`src/rtl/pipelined_carry_adder_pkg.sv`:
```
// Shared constants and helpers for the segmented, pipelined carry adder.
package pipelined_carry_adder_pkg;

  localparam int DEFAULT_WIDTH = 16;
  localparam int DEFAULT_SEG   = 4;

  // Saturation limit for a width-bit two's-complement result:
  // the most negative value when neg=1, the most positive otherwise.
  function automatic logic [63:0] sat_limit(input logic neg, input int width);
    logic [63:0] msb;
    msb = 64'd1 << (width - 1);
    return neg ? msb : (msb - 64'd1);
  endfunction

endpackage

```
`src/rtl/adder_segment.sv`:
```
// One registered SEG-bit slice of the carry chain; holds its outputs while en is low.
module adder_segment
  import pipelined_carry_adder_pkg::*;
#(
  parameter int SEG = DEFAULT_SEG
) (
  input  logic           clk,
  input  logic           rst,
  input  logic           en,
  input  logic [SEG-1:0] a,
  input  logic [SEG-1:0] b,
  input  logic           cin,
  input  logic           vin,
  output logic [SEG-1:0] sum,
  output logic           cout,
  output logic           vout
);

  logic [SEG:0] total;

  assign total = {1'b0, a} + {1'b0, b} + {{SEG{1'b0}}, cin};

  always_ff @(posedge clk) begin
    if (rst) begin
      sum  <= '0;
      cout <= 1'b0;
      vout <= 1'b0;
    end else if (en) begin
      sum  <= total[SEG-1:0];
      cout <= total[SEG];
      vout <= vin;
    end
  end

endmodule

```
`src/rtl/pipelined_carry_adder.sv`:
```
// Add/subtract split into SEG-bit stages with a registered carry between stages;
// operands are skewed in and sum segments deskewed out so each result emerges whole.
module pipelined_carry_adder
  import pipelined_carry_adder_pkg::*;
#(
  parameter int WIDTH = DEFAULT_WIDTH,
  parameter int SEG   = DEFAULT_SEG,
  parameter bit SAT   = 1'b0
) (
  input  logic             clk,
  input  logic             rst,
  input  logic             in_valid,
  output logic             in_ready,
  input  logic [WIDTH-1:0] a,
  input  logic [WIDTH-1:0] b,
  input  logic             sub,
  output logic             out_valid,
  input  logic             out_ready,
  output logic [WIDTH-1:0] sum,
  output logic             cout,
  output logic             ovf
);

  localparam int NSEG = WIDTH / SEG;
  localparam logic [WIDTH-1:0] SAT_POS = WIDTH'(sat_limit(1'b0, WIDTH));
  localparam logic [WIDTH-1:0] SAT_NEG = WIDTH'(sat_limit(1'b1, WIDTH));

  if (SEG < 1 || SEG > WIDTH || (WIDTH % SEG) != 0) begin : g_bad_params
    $error("pipelined_carry_adder: SEG must divide WIDTH and lie in 1..WIDTH");
  end

  // Handshake: a transfer happens on any edge where valid && ready are both high.
  // The whole pipeline moves as one (advance) whenever the output slot is empty
  // or being drained; otherwise every register holds, so outputs stay stable.
  logic             advance;
  logic [WIDTH-1:0] bp;
  logic [WIDTH-1:0] sum_raw;
  logic [NSEG-1:0]  stg_cin;
  logic [NSEG-1:0]  stg_vin;
  logic [NSEG-1:0]  stg_c;
  logic [NSEG-1:0]  stg_v;
  logic [SEG-1:0]   stg_a   [NSEG];
  logic [SEG-1:0]   stg_b   [NSEG];
  logic [SEG-1:0]   stg_sum [NSEG];
  logic             a_msb_q;
  logic             b_msb_q;

  assign advance  = !out_valid || out_ready;
  assign in_ready = advance && !rst;
  assign bp       = sub ? ~b : b;

  for (genvar k = 0; k < NSEG; k++) begin : g_stage
    if (k == 0) begin : g_head
      assign stg_a[k]   = a[k*SEG +: SEG];
      assign stg_b[k]   = bp[k*SEG +: SEG];
      assign stg_cin[k] = sub;
      assign stg_vin[k] = in_valid && in_ready;
    end else begin : g_skew
      // Segment k waits k cycles so it meets the carry of its own transaction.
      logic [SEG-1:0] a_dl [k];
      logic [SEG-1:0] b_dl [k];

      always_ff @(posedge clk) begin
        if (rst) begin
          for (int i = 0; i < k; i++) begin
            a_dl[i] <= '0;
            b_dl[i] <= '0;
          end
        end else if (advance) begin
          a_dl[0] <= a[k*SEG +: SEG];
          b_dl[0] <= bp[k*SEG +: SEG];
          for (int i = 1; i < k; i++) begin
            a_dl[i] <= a_dl[i-1];
            b_dl[i] <= b_dl[i-1];
          end
        end
      end

      assign stg_a[k]   = a_dl[k-1];
      assign stg_b[k]   = b_dl[k-1];
      assign stg_cin[k] = stg_c[k-1];
      assign stg_vin[k] = stg_v[k-1];
    end

    adder_segment #(.SEG(SEG)) u_seg (
      .clk  (clk),
      .rst  (rst),
      .en   (advance),
      .a    (stg_a[k]),
      .b    (stg_b[k]),
      .cin  (stg_cin[k]),
      .vin  (stg_vin[k]),
      .sum  (stg_sum[k]),
      .cout (stg_c[k]),
      .vout (stg_v[k])
    );

    if (k == NSEG - 1) begin : g_last
      assign sum_raw[k*SEG +: SEG] = stg_sum[k];
    end else begin : g_deskew
      localparam int D = NSEG - 1 - k;
      logic [SEG-1:0] s_dl [D];

      always_ff @(posedge clk) begin
        if (rst) begin
          for (int i = 0; i < D; i++) s_dl[i] <= '0;
        end else if (advance) begin
          s_dl[0] <= stg_sum[k];
          for (int i = 1; i < D; i++) s_dl[i] <= s_dl[i-1];
        end
      end

      assign sum_raw[k*SEG +: SEG] = s_dl[D-1];
    end
  end

  // Operand sign bits travel alongside the final stage for the overflow decision.
  always_ff @(posedge clk) begin
    if (rst) begin
      a_msb_q <= 1'b0;
      b_msb_q <= 1'b0;
    end else if (advance) begin
      a_msb_q <= stg_a[NSEG-1][SEG-1];
      b_msb_q <= stg_b[NSEG-1][SEG-1];
    end
  end

  assign out_valid = stg_v[NSEG-1];
  assign cout      = stg_c[NSEG-1];
  assign ovf       = (a_msb_q == b_msb_q) && (sum_raw[WIDTH-1] != a_msb_q);
  assign sum       = (SAT && ovf) ? (a_msb_q ? SAT_NEG : SAT_POS) : sum_raw;

endmodule

```
`config.mk`:
```
export PLATFORM = sky130hd
export DESIGN_NAME = pipelined_carry_adder
export DESIGN_NICKNAME = d
export VERILOG_FILES = /design/src/rtl/pipelined_carry_adder_pkg.sv /design/src/rtl/adder_segment.sv /design/src/rtl/pipelined_carry_adder.sv
export SDC_FILE = /design/constraint.sdc
export NUM_CORES = 1
export LEC_CHECK = 0
export ABC_AREA = 1
export CAP_MARGIN = 20
export CORE_MARGIN = 1
export CORE_UTILIZATION = 50
export DETAILED_ROUTE_END_ITERATION = 6
export PLACE_DENSITY = 0.85
export SYNTH_ARGS = -nofsm -noshare
export SYNTH_HDL_FRONTEND = slang
export SYNTH_SLANG_ARGS = --single-unit
```
`constraint.sdc`:
```
create_clock -name clk -period 1.6 [get_ports clk]
set_input_delay 0.32 -clock clk [delete_from_list [all_inputs] [get_ports clk]]
set_output_delay 0.32 -clock clk [all_outputs]
set_load 0.005 [all_outputs]
```
==> reports/qor.txt <==
=================================================================================
Critical path type .................................................      reg2reg
Relative contribution of combinational cells to total power ........        10.9%
Largest net degree at the start of global routing ..................           37
Critical Path RT ...................................................      1840 ps
Area used by sequential logic in the layout ........................ 0.00269 sq mm
Power per cell area ................................................ 1020 mW/mm^2
Final weighted congestion in routability-driven placement ..........        0.777
Slew headroom ......................................................        82.3%
Outcome ............................................................ finished with violations
Initial standard-cell utilization of the core ......................        52.3%
Count of fill cells added during filler insertion ..................          660
Port Buffers .......................................................           56
Kind of start point of the critical path ...........................     register
First-pass detailed-route iteration total ..........................            5
Syn nets ...........................................................          458
Post-synthesis instance total ......................................          402
Critical-path top delay cell ....................................... sky130_fd_sc_hd__fa_2
Number of max-cap violations .......................................            0
Number of sinks on the clock net ...................................           98
Post-synthesis instance area ....................................... 0.00436 sq mm
Number of max-slew violations in the final report ..................            0
Remaining global-route overflow ....................................            0
Die ar. ............................................................ 0.00911 sq mm
XOR/XNOR share of the synthesized area .............................        3.61%
Crit. End Element ..................................................     register
TritonCTS clock tree ...............................................         done
Half-perimeter wire length after detailed placement ................ 4990 microns
Part of the power in the clock network .............................        34.6%
Hold slack .........................................................       344 ps
Share of the synthesized area in the top cell type .................        49.5%
Global-route wire length before repair ............................. 11700 microns
Die boundary height ................................................ 95.4 microns
1st-iter DRT viols .................................................          105
Via Count ..........................................................         2681
Setup_tns ..........................................................     -11.0 ps
Flops & latches, synth .............................................           98
Final hold violation count .........................................            0
Kind of path behind the tightest hold check ........................       in2reg
Average wire per cell in the routed design ......................... 12.4 microns
Area used by multi-input combinational logic ....................... 0.00120 sq mm
Vias in the first global route .....................................         2605
Simple logic cell fraction of the synthesized area .................        11.5%
Switching Power ....................................................      1190 uW
Final setup violation count ........................................            1
Number of clock buffers inserted by TritonCTS ......................            9
Net total in the final layout ......................................          520
Final Routed Wirelength ............................................ 7120 microns
Max Clock Freq .....................................................      621 MHz
Setup slack at placement ...........................................      -419 ps
Area of the core ................................................... 0.00834 sq mm
Post-route antenna net violation count .............................            0
Total routing usage reported by global routing .....................        17.4%
Clock transition at path regs ......................................        90 ps
Die outline width .................................................. 95.4 microns
Leading cell types by total area after synthesis ................... sky130_fd_sc_hd__edfxtp_1 (50%), sky130_fd_sc_hd__dfxtp_1 (12%), sky130_fd_sc_hd__inv_1 (7.2%), sky130_fd_sc_hd__nor2_1 (6.7%), sky130_fd_sc_hd__ha_1 (3.4%)
Largest family of logic cells by synthesized area .................. buffers and inverters
Number of antenna violations at the first check in global routing ..            0
Adder-cell share of the synthesized area ...........................        6.65%
Final setup margin .................................................     -11.0 ps
RSZ-0062 raised after global routing ...............................          yes
Worst Skew .........................................................      8.12 ps
Worst voltage drop across the vdd grid .............................     0.540 mV
Number of levels the H-tree was split into .........................            3
Leakage power total ................................................   0.00230 uW
Clock latency of the later-clocked register in the worst-skew pair .       350 ps
Share of the synthesized area in compound gates (AO/OA/AOI/OAI) ....        4.82%
Residual DRC count .................................................            0
Number of warnings reported in the yosys synthesis log .............            0
Sequential fraction of design power ................................        54.6%
Mean post-synth cell area ..........................................   10.9 sq um
Longest individual stage delay on the worst path ...................       420 ps
Diodes inserted ....................................................            0
Failing checks ..................................................... negative setup slack
Cts hold-fix bufs ..................................................            0
Buffer depth of the longest clock path .............................            2
Number of cell rows ................................................           33
Io pins ............................................................           57
Growth of design area from synthesis to finish .....................        22.2%
Synth unique cells .................................................           25
Highest net fanout along the worst path ............................            2
Slew at the pin with the worst max-slew slack ......................       265 ps
Crit-path cells .................................................... fa_2 > fa_2 > nand2_2 > nand2_2 > a21oi_2 > o21ai_1
Final period util ..................................................         101%
Per-cell via count in the routed design ............................         4.67
Share of cell area taken by muxes after synthesis ..................           0%
Sw Ratio ...........................................................        21.9%
Clk Tree Root Cell ................................................. sky130_fd_sc_hd__clkbuf_8
Fraction of final layout cells with drive strength greater than 1 ..        11.5%
Dominant cell type by area after synthesis ......................... sky130_fd_sc_hd__edfxtp_1
Proportion of synthesized chip area in sequential cells ............        61.5%
Final period demand of the worst path ..............................      1610 ps
CP arrival .........................................................      1850 ps
Internal power component ...........................................      4240 uW
=================================================================================
## logic make-up after synthesis
| kind of cell | Yosys count |
|---|---|
| fa+ha+maj | 19 |
| buf+inv | 107 |
| flops | 98 |
| compound gates | 37 |
| simple gates | 123 |
| xor+xnor | 18 |
## sequential cells by signal, summed over array words and instances (netlist names)
name                   count
g_stage.g_skew.b_dl       24
a_msb_q                    1
g_stage.u_seg.vout         4
g_stage.u_seg.sum         16
b_msb_q                    1
g_stage.g_skew.a_dl       24
g_stage.g_deskew.s_dl     24
g_stage.u_seg.cout         4
## synthesized netlist by cell type
| cell type | instances |
|---|---|
| sky130_fd_sc_hd__inv_1 | 84 |
| sky130_fd_sc_hd__nor2_1 | 78 |
| sky130_fd_sc_hd__edfxtp_1 | 72 |
| sky130_fd_sc_hd__nand2_1 | 34 |
| sky130_fd_sc_hd__dfxtp_1 | 26 |
| sky130_fd_sc_hd__o21ai_0 | 15 |
| sky130_fd_sc_hd__xnor2_1 | 13 |
| sky130_fd_sc_hd__ha_1 | 12 |
| sky130_fd_sc_hd__buf_4 | 11 |
| sky130_fd_sc_hd__o22ai_1 | 10 |
| sky130_fd_sc_hd__a21oi_1 | 8 |
| sky130_fd_sc_hd__fa_1 | 7 |
| sky130_fd_sc_hd__buf_8 | 6 |
| sky130_fd_sc_hd__nand3_1 | 6 |
| sky130_fd_sc_hd__xor2_1 | 5 |
| sky130_fd_sc_hd__buf_2 | 3 |
| sky130_fd_sc_hd__a22o_1 | 2 |
| sky130_fd_sc_hd__inv_2 | 2 |
| sky130_fd_sc_hd__o21a_1 | 2 |
| sky130_fd_sc_hd__and2_1 | 1 |
| sky130_fd_sc_hd__buf_6 | 1 |
| sky130_fd_sc_hd__nand2_2 | 1 |
| sky130_fd_sc_hd__nand3b_1 | 1 |
| sky130_fd_sc_hd__nor2_4 | 1 |
| sky130_fd_sc_hd__nor2_8 | 1 |
## final cells by class
| class | count | share of cell area (%) |
|---|---|---|
| clock buffers | 9 | 2.32 |
| well taps | 105 | 2.46 |
| multi-input cells | 197 | 22.5 |
| repair buffers | 72 | 14.1 |
| inverters | 86 | 6.05 |
| flip-flops and latches | 98 | 50.4 |
| clock inverters | 7 | 2.21 |
## layout by cell type, fill, tap and decap left out, types with 3 or more instances in the layout
| cell type | n |
|---|---|
| sky130_fd_sc_hd__inv_1 | 81 |
| sky130_fd_sc_hd__nand3_1 | 6 |
| sky130_fd_sc_hd__nand2_1 | 32 |
| sky130_fd_sc_hd__dfxtp_1 | 24 |
| sky130_fd_sc_hd__xor2_1 | 4 |
| sky130_fd_sc_hd__fa_2 | 6 |
| sky130_fd_sc_hd__bufinv_16 | 3 |
| sky130_fd_sc_hd__xnor2_1 | 13 |
| sky130_fd_sc_hd__o22ai_1 | 10 |
| sky130_fd_sc_hd__edfxtp_1 | 72 |
| sky130_fd_sc_hd__clkbuf_8 | 9 |
| sky130_fd_sc_hd__ha_1 | 12 |
| sky130_fd_sc_hd__clkinvlp_4 | 3 |
| sky130_fd_sc_hd__buf_4 | 11 |
| sky130_fd_sc_hd__inv_2 | 5 |
| sky130_fd_sc_hd__nor2_1 | 77 |
| sky130_fd_sc_hd__a21oi_1 | 7 |
| sky130_fd_sc_hd__clkdlybuf4s50_1 | 49 |
| sky130_fd_sc_hd__dlymetal6s2s_1 | 4 |
| sky130_fd_sc_hd__buf_12 | 5 |
| sky130_fd_sc_hd__o21ai_0 | 13 |
## power groups by stage
stage	Sequential (uW)	Combinational, uW	Clock [uW]
2_1_floorplan	3000	375	0
3_5_place_dp	3020	587	0
6_report	2960	590	1870
3_3_place_gp	3010	554	0
4_1_cts	2960	594	1910
5_1_grt	2980	667	1990
## layer usage
layer  part of all wire, %  global-route usage (%)  vias up
li1                      -                       -     1371
met1                    43                    21.2     1235
met2                    50                    29.1       64
met3                   4.8                    3.27       11
met4                   2.3                    9.45        0
met5                     0                       0        -
## timing repair
action | 4_1_cts | 5_1_grt
pin swaps | 2 | 4
resized for setup | 13 | 12
setup buffers | 0 | 0
setup endpoints to repair | 8 | 12
## critical path: cells and delay by family (launching register included)
family	cells	cell delay, ps
AO/OA/AOI/OAI	2	180
adder cells (fa/ha/maj)	2	780
flip-flops	1	410
AND/OR/NAND/NOR	2	130
## metrics by stage
step,utilization (%),power [uW],instance area [sq um],instances
floorplan,-,3370,4370,402
global placement,60.5,3560,5050,558
detailed placement,60.5,3600,5050,558
CTS,63.7,5460,5310,574
global route,63.9,5630,5330,574
finish,63.9,5420,5330,574
## worst paths after layout
check | from | end | slack, ps | cells past startpoint
hold / removal | rst | g_stage[3].u_seg.vout$_SDFFE_PP0N_ | 340 | 2
setup reg to reg | g_stage[3].g_skew.b_dl[0][8]$_SDFFCE_PN0P_ | g_stage[3].u_seg.cout$_SDFFE_PP0N_ | -10 | 6
setup / recovery | g_stage[3].g_skew.b_dl[0][8]$_SDFFCE_PN0P_ | g_stage[3].u_seg.cout$_SDFFE_PP0N_ | -10 | 6
hold reg to reg | g_stage[1].u_seg.sum[3]$_SDFFE_PP0N_ | g_stage[1].u_seg.sum[3]$_SDFFE_PP0N_ | 470 | 2
Note: power is estimated with default switching activity, not from simulation.
